$ cat src/rtl/sigmoid_grad_unit.sv
// Sigmoid backward delta g*s*(1-s) on one shared multiplier; 3 cycles accept-to-out_valid.
// Accepts one sample at a time: in_ready low from accept until the result is taken, out_valid held under backpressure.
module sigmoid_grad_unit #(
  parameter int DATA_WIDTH = 8,
  parameter int GRAD_FRAC  = 4,
  parameter int ACT_FRAC   = 8
) (
  input  logic                          clk,
  input  logic                          rst,
  input  logic                          in_valid,
  output logic                          in_ready,
  input  logic signed [2*DATA_WIDTH-1:0] act_in,
  input  logic signed [DATA_WIDTH-1:0]   grad_in,
  output logic                          out_valid,
  input  logic                          out_ready,
  output logic signed [2*DATA_WIDTH-1:0] delta_out,
  output logic                          sat_flag,
  output logic                          clamp_flag
);

  localparam int AW = 2 * DATA_WIDTH;
  localparam int MW = AW + 1;
  localparam int PW = 2 * MW;

  localparam logic signed [MW-1:0] ONE      = MW'(1) << ACT_FRAC;
  localparam logic signed [PW-1:0] RND_ACT  = PW'(1) << (ACT_FRAC - 1);
  localparam logic signed [PW-1:0] RND_GRAD = PW'(1) << (GRAD_FRAC - 1);
  localparam logic signed [PW-1:0] SAT_MAX  = {{(PW-AW+1){1'b0}}, {(AW-1){1'b1}}};
  localparam logic signed [PW-1:0] SAT_MIN  = {{(PW-AW+1){1'b1}}, {(AW-1){1'b0}}};

  typedef enum logic [1:0] {S_IDLE, S_MUL1, S_MUL2, S_DONE} state_t;

  state_t                 r_state;
  state_t                 w_state_nxt;

  logic signed [MW-1:0]   r_a;
  logic signed [DATA_WIDTH-1:0] r_g;
  logic signed [MW-1:0]   r_d;
  logic                   r_clamp;
  logic signed [AW-1:0]   r_delta;
  logic                   r_sat;
  logic                   r_clamp_out;

  logic signed [MW-1:0]   w_act_ext;
  logic signed [MW-1:0]   w_a_clamped;
  logic                   w_clamped;
  logic signed [MW-1:0]   w_mul_a;
  logic signed [MW-1:0]   w_mul_b;
  logic signed [PW-1:0]   w_prod;
  logic signed [MW-1:0]   w_d_nxt;
  logic signed [PW-1:0]   w_rnd_grad;
  logic signed [AW-1:0]   w_sat_val;
  logic                   w_sat;

  always_ff @(posedge clk) begin
    if (rst) r_state <= S_IDLE;
    else     r_state <= w_state_nxt;
  end

  always_comb begin
    w_state_nxt = r_state;
    in_ready    = 1'b0;
    out_valid   = 1'b0;
    case (r_state)
      S_IDLE: begin
        in_ready = 1'b1;
        if (in_valid) w_state_nxt = S_MUL1;
      end
      S_MUL1: w_state_nxt = S_MUL2;
      S_MUL2: w_state_nxt = S_DONE;
      S_DONE: begin
        out_valid = 1'b1;
        if (out_ready) w_state_nxt = S_IDLE;
      end
      default: w_state_nxt = S_IDLE;
    endcase
  end

  // Activation is forced into [0, ONE] so a*(ONE-a) never goes negative.
  assign w_act_ext = MW'(act_in);

  always_comb begin
    w_a_clamped = w_act_ext;
    w_clamped   = 1'b0;
    if (act_in[AW-1]) begin
      w_a_clamped = '0;
      w_clamped   = 1'b1;
    end else if (w_act_ext > ONE) begin
      w_a_clamped = ONE;
      w_clamped   = 1'b1;
    end
  end

  always_comb begin
    w_mul_a = r_a;
    w_mul_b = ONE - r_a;
    if (r_state == S_MUL2) begin
      w_mul_a = MW'(r_g);
      w_mul_b = r_d;
    end
  end

  assign w_prod     = PW'(w_mul_a) * PW'(w_mul_b);
  assign w_d_nxt    = MW'((w_prod + RND_ACT) >>> ACT_FRAC);
  assign w_rnd_grad = (w_prod + RND_GRAD) >>> GRAD_FRAC;

  always_comb begin
    w_sat_val = AW'(w_rnd_grad);
    w_sat     = 1'b0;
    if (w_rnd_grad > SAT_MAX) begin
      w_sat_val = {1'b0, {(AW-1){1'b1}}};
      w_sat     = 1'b1;
    end else if (w_rnd_grad < SAT_MIN) begin
      w_sat_val = {1'b1, {(AW-1){1'b0}}};
      w_sat     = 1'b1;
    end
  end

  always_ff @(posedge clk) begin
    if (rst) begin
      r_a         <= '0;
      r_g         <= '0;
      r_d         <= '0;
      r_clamp     <= 1'b0;
      r_delta     <= '0;
      r_sat       <= 1'b0;
      r_clamp_out <= 1'b0;
    end else begin
      case (r_state)
        S_IDLE: begin
          if (in_valid) begin
            r_a     <= w_a_clamped;
            r_g     <= grad_in;
            r_clamp <= w_clamped;
          end
        end
        S_MUL1: r_d <= w_d_nxt;
        S_MUL2: begin
          r_delta     <= w_sat_val;
          r_sat       <= w_sat;
          r_clamp_out <= r_clamp;
        end
        default: ;
      endcase
    end
  end

  assign delta_out  = r_delta;
  assign sat_flag   = r_sat;
  assign clamp_flag = r_clamp_out;

endmodule

$ cat config.mk
export PLATFORM = sky130hd
export DESIGN_NAME = sigmoid_grad_unit
export DESIGN_NICKNAME = d
export VERILOG_FILES = /design/src/rtl/sigmoid_grad_unit.sv
export SDC_FILE = /design/constraint.sdc
export NUM_CORES = 1
export LEC_CHECK = 0
export ABC_AREA = 1
export BUFFER_PORTS_ARGS = -buffer_cell sky130_fd_sc_hd__buf_2
export CAP_MARGIN = 20
export CORE_ASPECT_RATIO = 1.4
export CORE_UTILIZATION = 61
export DETAILED_ROUTE_END_ITERATION = 16
export GPL_ROUTABILITY_DRIVEN = 0
export PLACE_DENSITY_LB_ADDON = 0.08
export SETUP_SLACK_MARGIN = 0.05
export SYNTH_ARGS = -nofsm -noshare
export SYNTH_HDL_FRONTEND = slang
export SYNTH_SLANG_ARGS = --single-unit
$ cat constraint.sdc
create_clock -name clk -period 12 [get_ports clk]
set_input_delay 0.6 -clock clk [delete_from_list [all_inputs] [get_ports clk]]
set_output_delay 0.6 -clock clk [all_outputs]
set_load 0.02 [all_outputs]
# [Word level (Yosys, flattened, before mapping)]
# Cells that the tools add are included.
[op_classes] n_mux=15 div_mod_pow=0 eq_ne=5 addsub=3 shift=0 n_bitwise=0 reduce_logical=3 multipliers=1 n_lt_le_gt_ge=3
[op_table] cell="adder 34 x 5 -> 34 bit, second input constant" n=1
[op_table] cell="multiplier 17 x 17 -> 34 bit" n=1
[op_table] cell="2-to-1 mux 17 bit" n=2
[op_table] cell="2-to-1 mux 16 bit" n=2
[op_table] cell="greater-than comparator 30 x 16 -> 1 bit, second input constant" n=1
[op_table] cell="< comparator 30 x 16 -> 1 bit, second input constant" n=1
[op_table] cell="2-to-1 mux 15 bit" n=2
[op_table] cell="adder 25 x 9 -> 25 bit, second input constant" n=1
[op_table] cell="subtractor 10 x 17 -> 17 bit, first input constant" n=1
[op_table] cell="greater-than comparator 16 x 10 -> 1 bit, second input constant" n=1
[op_table] cell="one-hot mux 2 bit (4 select lines)" n=1
[op_table] cell="2-to-1 mux 1 bit" n=6
[op_table] cell="equality test 2 bit, second input constant" n=2
[op_table] cell="2-to-1 mux 2 bit" n=2
[op_table] cell="!= test 2 bit, second input constant" n=2
[op_table] cell="AND reduction 2 bit" n=2
[op_table] cell="equality test 2 x 1 -> 1 bit, second input constant" n=1
[op_table] cell="logical NOT 2 bit" n=1
[word_totals] latch_bits=0 n_memories=0 in_bits=28 out_inout_bits=20 ram_bits=0 register_bits=63 mem_bits_ro=0 elab_cells=38

# [Logic depth before layout (Yosys ltp)]
# Gate-level depths: netlist of run 1.
[depth] depth_word=7 ltp_mapped=60

# [Worst setup path before layout of run 1]
# OpenSTA, ideal clock, no wires.
[synth_timing] path_type="flip-flop to flip-flop" startpoint="register r_a[1]" endpoint="register r_delta[0], in the netlist delta_out[0]" path_stages_with_launch=55 required_time_ns=11.883 period_less_slack_ns=8.077 path_slack_ns=3.923 setup_ns=0.117 arrival_ns=7.960 cell_sequence="dfxtp_1 inv_1 ha_1 nand2_1 nor2_1 inv_1 nor2_1 inv_1 nor2_1 inv_1 nor2_1 inv_1 nor2_1 o21ai_0 inv_1 nand3_1 nor2_1 inv_1 [19 not listed] nand2_1 a21oi_1 nand3_1 nand2_1 nand2_1 nor2_1 nand2_1 nor3_1 nand3_1 nand2_1 nand2_1 nor2_1 nand3_1 nand2_1 nand2_2 buf_6 nor2_1 nor2_1"
[synth_via] elab_chain_len=7 word_cells_on_any_way=9 classes_between="2 x add/sub; 1 x mul; 2 x order compare; 4 x mux"
[synth_lines] element="start: declaration" line_no="36" rtl="logic signed [MW-1:0] r_a;"
[synth_lines] element="start signal: assignment" line_no="132" rtl="r_a <= w_a_clamped;"
[synth_lines] element="subtractor 10 x 17 -> 17 bit" line_no="96" rtl="w_mul_b = ONE - r_a;"
[synth_lines] element="2-to-1 mux 17 bit" line_no="97" rtl="if (r_state == S_MUL2) begin"
[synth_lines] element="multiplier 17 x 17 -> 34 bit *" line_no="103" rtl="assign w_prod = PW'(w_mul_a) * PW'(w_mul_b);"
[synth_lines] element="adder 34 x 5 -> 34 bit *" line_no="105" rtl="assign w_rnd_grad = (w_prod + RND_GRAD) >>> GRAD_FRAC;"
[synth_lines] element="< comparator 30 x 16 -> 1 bit" line_no="113" rtl="end else if (w_rnd_grad < SAT_MIN) begin"
[synth_lines] element="2-to-1 mux 16 bit" line_no="113"
[synth_lines] element="2-to-1 mux 16 bit *" line_no="110" rtl="if (w_rnd_grad > SAT_MAX) begin"
[synth_lines] element="end signal: assignment" line_no="139" rtl="r_delta <= w_sat_val;"
[synth_lines] element="end: declaration" line_no="40" rtl="logic signed [AW-1:0] r_delta;"
# Every way passes the cells marked *; elsewhere a longest branch is shown, timed or not.
# A chain may end at the register's enable or synchronous reset.

# [Final worst setup path of run 1]
[layout_timing] startpoint="register r_a[0]" endpoint="register r_delta[5], in the netlist delta_out[5]"
# Same word-level chain as after synthesis.

==> results.yml, run 1 <==
sta:
  clock_skew_ns: 0.00502
  finalHoldViolCount: 0
  setup_violations: 0
  period_share_pct: 81.4
  tightest_slew_ns: 0.975
  maxSlewHeadroom_pct: 34.3
  drv_slew: 0
  fin_ws_ns: 2.24
  rsz0062_at_grt: "no"
  fmax_ghz: 0.102
  timing.setup.tns_ns: 0
  period_minus_slack_ns: 9.76
final_layout:
  final_nets: 2625
  antenna_cells: 0
  finish.utilization_pct: 66.3
  drive_above_1_share_pct: 6.43
  final_area_sq_um: 16500
  final_cell_mix: "inv_1, nand2_1, nor2_1, fa_1, ha_1"
  area_delta_synth_final_pct: 5.64
  final_common_cell: "inv_1"
synth:
  syn_inst: 2190
  synth_area_leaders: "fa_1, inv_1, nand2_1"
  synth_top_area_share_pct: 36.7
  synth_area_leader_cell: "fa_1"
  ys_seq_area_share_pct: 7.83
  synth_edf_count: 0
  synth_area_sq_um: 15600
  yosys_warnings: 0
  ys_async_sr_fraction_pct: 0
  avgSynthCellArea_sq_um: 7.12
  ys.flop_type: "dfxtp_1"
  synth_seq_cells: 61
  yosysUniqueCellTypes: 44
  syn_nets: 2595
power:
  leakage_uw: 0.00897
  power_uw: 2050
  power_per_cell_area_nw_per_um2: 124
  ir_worst_vdd_v: 0.000177
floorplanning:
  die_h_um: 191
  core-area_sq_um: 24800
  die_w_um: 137
  initial_core_util_pct: 62.8
  rows: 68
  pin_count: 48
  die_area_sq_um: 26200
hold_path:
  hp-start: "r_a[1]"
  min_path_type: "reg -> reg"
  hold-path-endpoint: "r_a[1]"
  worstHoldPathCells: 2
route:
  vias_per_cell: 5.53
  dr.pass1.iters: 5
  drcViolationCount: 0
  vias: 14042
  wl_per_cell_um: 17.8
  routed_wl_um: 45200
  ant_nets: 0
  initialDrtViolationCount: 1138
setup_path:
  r2r_slack_ns: 2.24
  crit_arrival_ns: 9.99
  critPathKind: "reg -> reg"
  critical_path.slowest_cell: "inv_1"
  crit_fanout: 15
  cp-start-kind: "register"
  ff2ff_path_depth: 48
  critical_path.max_stage_delay_ns: 0.61
  cp.required_ns: 12.22
  timing.rr.end: "delta_out[5]"
  reg2reg_from: "r_a[0]"
  worstSetupEndpointType: "register"
clocking:
  clockBufferDepth: 2
  hold_buffers: 0
  cts-root-buf: "clkbuf_16"
  cts_setup_buffers: 0
  numCtsBuffers: 9
  clk_pin_slew_worst_paths_ns: 0.05
  clock_sinks: 61
  cts_resized: 0
  clock_latency_ns: 0.33
  cts_tree: "yes"
  htree_levels: 3
flow_run:
  max_cap_violations: 0
placement:
  postPlaceCellArea_sq_um: 16200
  io_buffers: 47
  dpl_worst_slack_ns: 2.45
  dpl.hpwl_um: 38500
global_routing:
  antenna_found_initial: 0
  grt_pass1_vias: 14388
  grt_max_degree: 44
  grt_pass1_wl_um: 73600
  grt_usage_pct: 37.0
  gr-total-overflow: 0
run_status:
  status: "completed"
-- how the worst max path moves through the flow --
stage / slack, ns / start / to
4_1_cts: 2.41 / r_a[0] / delta_out[5]
2_1_floorplan: 3.92 / r_a[1] / delta_out[0]
6_report: 2.24 / r_a[0] / delta_out[5]
3_3_place_gp: 2.56 / r_a[0] / delta_out[9]
3_5_place_dp: 2.45 / r_a[0] / delta_out[5]
5_1_grt: 1.41 / r_a[0] / delta_out[5]
-- area by class of cell --
class	count	area, sq um
clock buffers	9	225
clock inverters	7	73.8
fillers	2315	8370
inverters	536	2010
multi-input cells	1546	12200
flip-flops and latches	61	1220
well taps	315	394
repair buffers	66	378
-- per-stage QoR --
step | cells | hold WS [ns]
2_1_floorplan | 2190 | 0.447
3_3_place_gp | 2524 | 0.465
3_5_place_dp | 2524 | 0.472
4_1_cts | 2540 | 0.481
5_1_grt | 2540 | 0.522
6_report | 2540 | 0.483
-- synthesized netlist by cell type, types with 2 or more instances --
| cell type | instances |
|---|---|
| dfxtp_1 | 61 |
| nor2_2 | 25 |
| fa_1 | 286 |
| or2_2 | 3 |
| and2_1 | 4 |
| ha_1 | 91 |
| xor2_2 | 2 |
| clkbuf_1 | 44 |
| nand4_1 | 34 |
| nor3_1 | 13 |
| o21ai_0 | 64 |
| o211ai_1 | 2 |
| nand3b_1 | 4 |
| nor2_4 | 8 |
| nand3_2 | 7 |
| xor2_1 | 32 |
| nand3_1 | 78 |
| a21o_1 | 2 |
| a21oi_1 | 54 |
| nand2_1 | 495 |
| inv_1 | 527 |
| nand2_2 | 10 |
| nor4_1 | 6 |
| xnor2_1 | 7 |
| o21ai_1 | 10 |
| buf_6 | 2 |
| clkinv_1 | 8 |
| o22ai_1 | 2 |
| o21bai_1 | 3 |
| nor2_1 | 292 |
-- critical path, delay by kind of cell (launching register included) --
kind,cells,cell delay [ns]
flip-flops,1,0.35
AND/OR/NAND/NOR,28,3.91
AO/OA/AOI/OAI,3,0.60
adder cells (fa/ha/maj),7,3.65
buffers and inverters,10,1.14
-- registers in the layout, indices dropped and copies added, names as in the netlist --
signal / cells
clamp_flag: 1
delta_out: 16
r_a: 15
r_clamp: 1
r_d: 17
r_g: 8
r_state: 2
sat_flag: 1
-- layer usage --
metal	global-route usage (%)	up-vias	routed length, um
met5	0	-	0
met4	16.4	0	2330
met3	5.22	156	2960
met2	64.0	587	22600
met1	45.5	6788	17300
li1	-	6511	-
-- where the power goes --
group / internal [uW] / switching (uW)
Combinational: 449 / 1040
Sequential: 264 / 32.6
Clock: 161 / 100
Total: 874 / 1170
-- cells by family after synthesis --
logic type                 synth area share, %
AOI/OAI and AO/OA                         4.95
and+or+nand+nor                           26.7
buffers and inverters                     14.1
xor gates and xnor gates                  2.40
adders and majority gates                 44.0
DFF                                       7.83
Note: power is estimated with default switching activity, not from simulation.
==> run 2: changes to the inputs <==
--- a/config.mk
+++ b/config.mk
@@ -9,7 +9,7 @@
 export BUFFER_PORTS_ARGS = -buffer_cell sky130_fd_sc_hd__buf_2
 export CAP_MARGIN = 20
 export CORE_ASPECT_RATIO = 1.4
-export CORE_UTILIZATION = 61
+export CORE_UTILIZATION = 60
 export DETAILED_ROUTE_END_ITERATION = 16
 export GPL_ROUTABILITY_DRIVEN = 0
 export PLACE_DENSITY_LB_ADDON = 0.08
==> constraint.sdc (replaced) <==
create_clock -name clk -period 8.7 [get_ports clk]
set_input_delay 0.435 -clock clk [delete_from_list [all_inputs] [get_ports clk]]
set_output_delay 0.435 -clock clk [all_outputs]
set_load 0.02 [all_outputs]
==> run 2 against run 1 <==
Compared with the run above:
- sequential power up 39%
- total power increased by 79%
- fmax increased by 16%
- cell count up 7.0%
- wire length increased by 9.5%
- combinational power increased by 91%
- critical path type unchanged
- largest cell class unchanged
- highest routed layer unchanged
==> results.yml, run 2 (same netlist as run 1, synthesis figures left out) <==
run_status:
  status: "completed"
final_layout:
  antenna_cells: 0
  largest_reg_flops: 17
  seqCellArea_sq_um: 1220
  area_delta_synth_final_pct: 23.2
  drive_above_1_share_pct: 24.6
  n_fill_cell: 1981
  final_common_cell: "inv_1"
  top_register: "r_d"
  final_cell_mix: "inv_1, nand2_1, fa_1, nor2_1, buf_4"
  instances_no_fill: 2718
  finish.utilization_pct: 75.5
  multi_input_area_sq_um: 13400
  final_nets: 2800
floorplanning:
  die_w_um: 138
  die_h_um: 193
  initial_core_util_pct: 61.2
  rows: 69
  core-area_sq_um: 25500
  die_area_sq_um: 26700
  pin_count: 48
setup_path:
  critPathKind: "reg -> reg"
  crit_arrival_ns: 8.68
  cp.required_ns: 8.96
  worstSetupEndpointType: "register"
  critical_path.slowest_cell: "fa_2"
  crit_fanout: 7
  crit_top_cell: "nor2_4"
  critical_path.max_stage_delay_ns: 0.55
  cp-start-kind: "register"
clocking:
  numCtsBuffers: 9
  cts_tree: "yes"
  clk_pin_slew_worst_paths_ns: 0.05
  clock_sinks: 61
  clock_latency_ns: 0.33
  clockBufferDepth: 2
  htree_levels: 3
  hold_buffers: 0
  cts-root-buf: "clkbuf_16"
global_routing:
  antenna_found_initial: 0
  grt_max_degree: 44
  grt_usage_pct: 36.8
  grt_pass1_wl_um: 75400
  grt_pass1_vias: 15138
  gr-total-overflow: 0
route:
  routed_wl_um: 49500
  wl_per_cell_um: 18.2
  vias_per_cell: 5.59
  dr.pass1.iters: 8
  ant_nets: 0
  drcViolationCount: 0
  initialDrtViolationCount: 1275
  vias: 15200
sta:
  tightest_slew_ns: 0.895
  whs_ns: 0.361
  timing.setup.tns_ns: 0
  clock_skew_ns: 0.00500
  maxSlewHeadroom_pct: 40.3
  drv_slew: 0
  period_minus_slack_ns: 8.41
  fmax_ghz: 0.119
  setup_violations: 0
  period_share_pct: 96.7
  finalHoldViolCount: 0
  rsz0062_at_grt: "yes"
  fin_ws_ns: 0.288
power:
  leakage_uw: 0.0102
  ir_worst_vdd_v: 0.000362
  power_per_cell_area_nw_per_um2: 191
flow_run:
  max_cap_violations: 0
placement:
  dpl_worst_slack_ns: -0.333
  placed_cells: 2647
  io_buffers: 47
  dpl.hpwl_um: 39400
hold_path:
  min_path_type: "in -> reg"
run 2: cell types whose count changed in the layout (fill, tap and decap cells not counted), moves of 19 or more:
cell     previous run  this run
a21oi_1            54        35
buf_4              19       180
ha_1               91        70
ha_4                0        19
inv_1             527       486
inv_2               1        38
nand2_1           495       422
nand2_2            10        63
nand2_4             1        21
nor2_1            292       224
nor2_2             25        49
nor2_4              8        52
run 2: worst max-delay path, delay by kind of cell (launching register included):
kind,cells,cell delay [ns]
adder cells (fa/ha/maj),8,3.41
AND/OR/NAND/NOR,28,2.79
buffers and inverters,14,1.32
AO/OA/AOI/OAI,3,0.47
flip-flops,1,0.33
run 2: layout make-up:
cell class	instances	area share [%]
multi-input cells	1547	69.9
clock inverters	3	0.358
well taps	319	2.08
repair buffers	240	9.32
clock buffers	12	1.33
inverters	536	10.6
flip-flops and latches	61	6.37
run 2: what timing repair did:
action	in CTS	in global routing
gates resized for setup	28	351
setup buffers	3	50
pin swaps	5	189
setup endpoints to repair	18	22
cloned	1	3
run 2: routing by layer:
| layer | share of wire, % | global-route usage, % | routed length, um |
|---|---|---|---|
| met5 | 0 | 0 | 0 |
| met4 | 6.8 | 20.2 | 3370 |
| met3 | 6.4 | 4.54 | 3150 |
| met2 | 51 | 66.1 | 25100 |
| met1 | 36 | 43.1 | 17900 |
run 2: worst paths after layout:
check	startpoint	end	slack, ns	cells after the start
max reg2reg	r_a[1]	delta_out[3]	0.29	53
max	r_a[1]	delta_out[3]	0.29	53
min	act_in[2]	r_a[2]	0.36	3
min reg2reg	delta_out[15]	delta_out[15]	0.47	2
run 2: metrics by stage:
step                      cell area [sq um]  total power [uW]
after global placement                17100              2640
final                                 19200              3660
after detailed placement              17100              2670
after floorplan                       15600              1810
after global routing                  19200              3900
after CTS                             17600              3110
run 2: where the power goes:
| part | internal (uW) | total, uW | leakage (uW) | switching (uW) |
|---|---|---|---|---|
| combinational | 1070 | 2850 | 0.00953 | 1780 |
| sequential | 365 | 412 | 0.000501 | 46.8 |
| clock | 266 | 399 | 0.000159 | 133 |
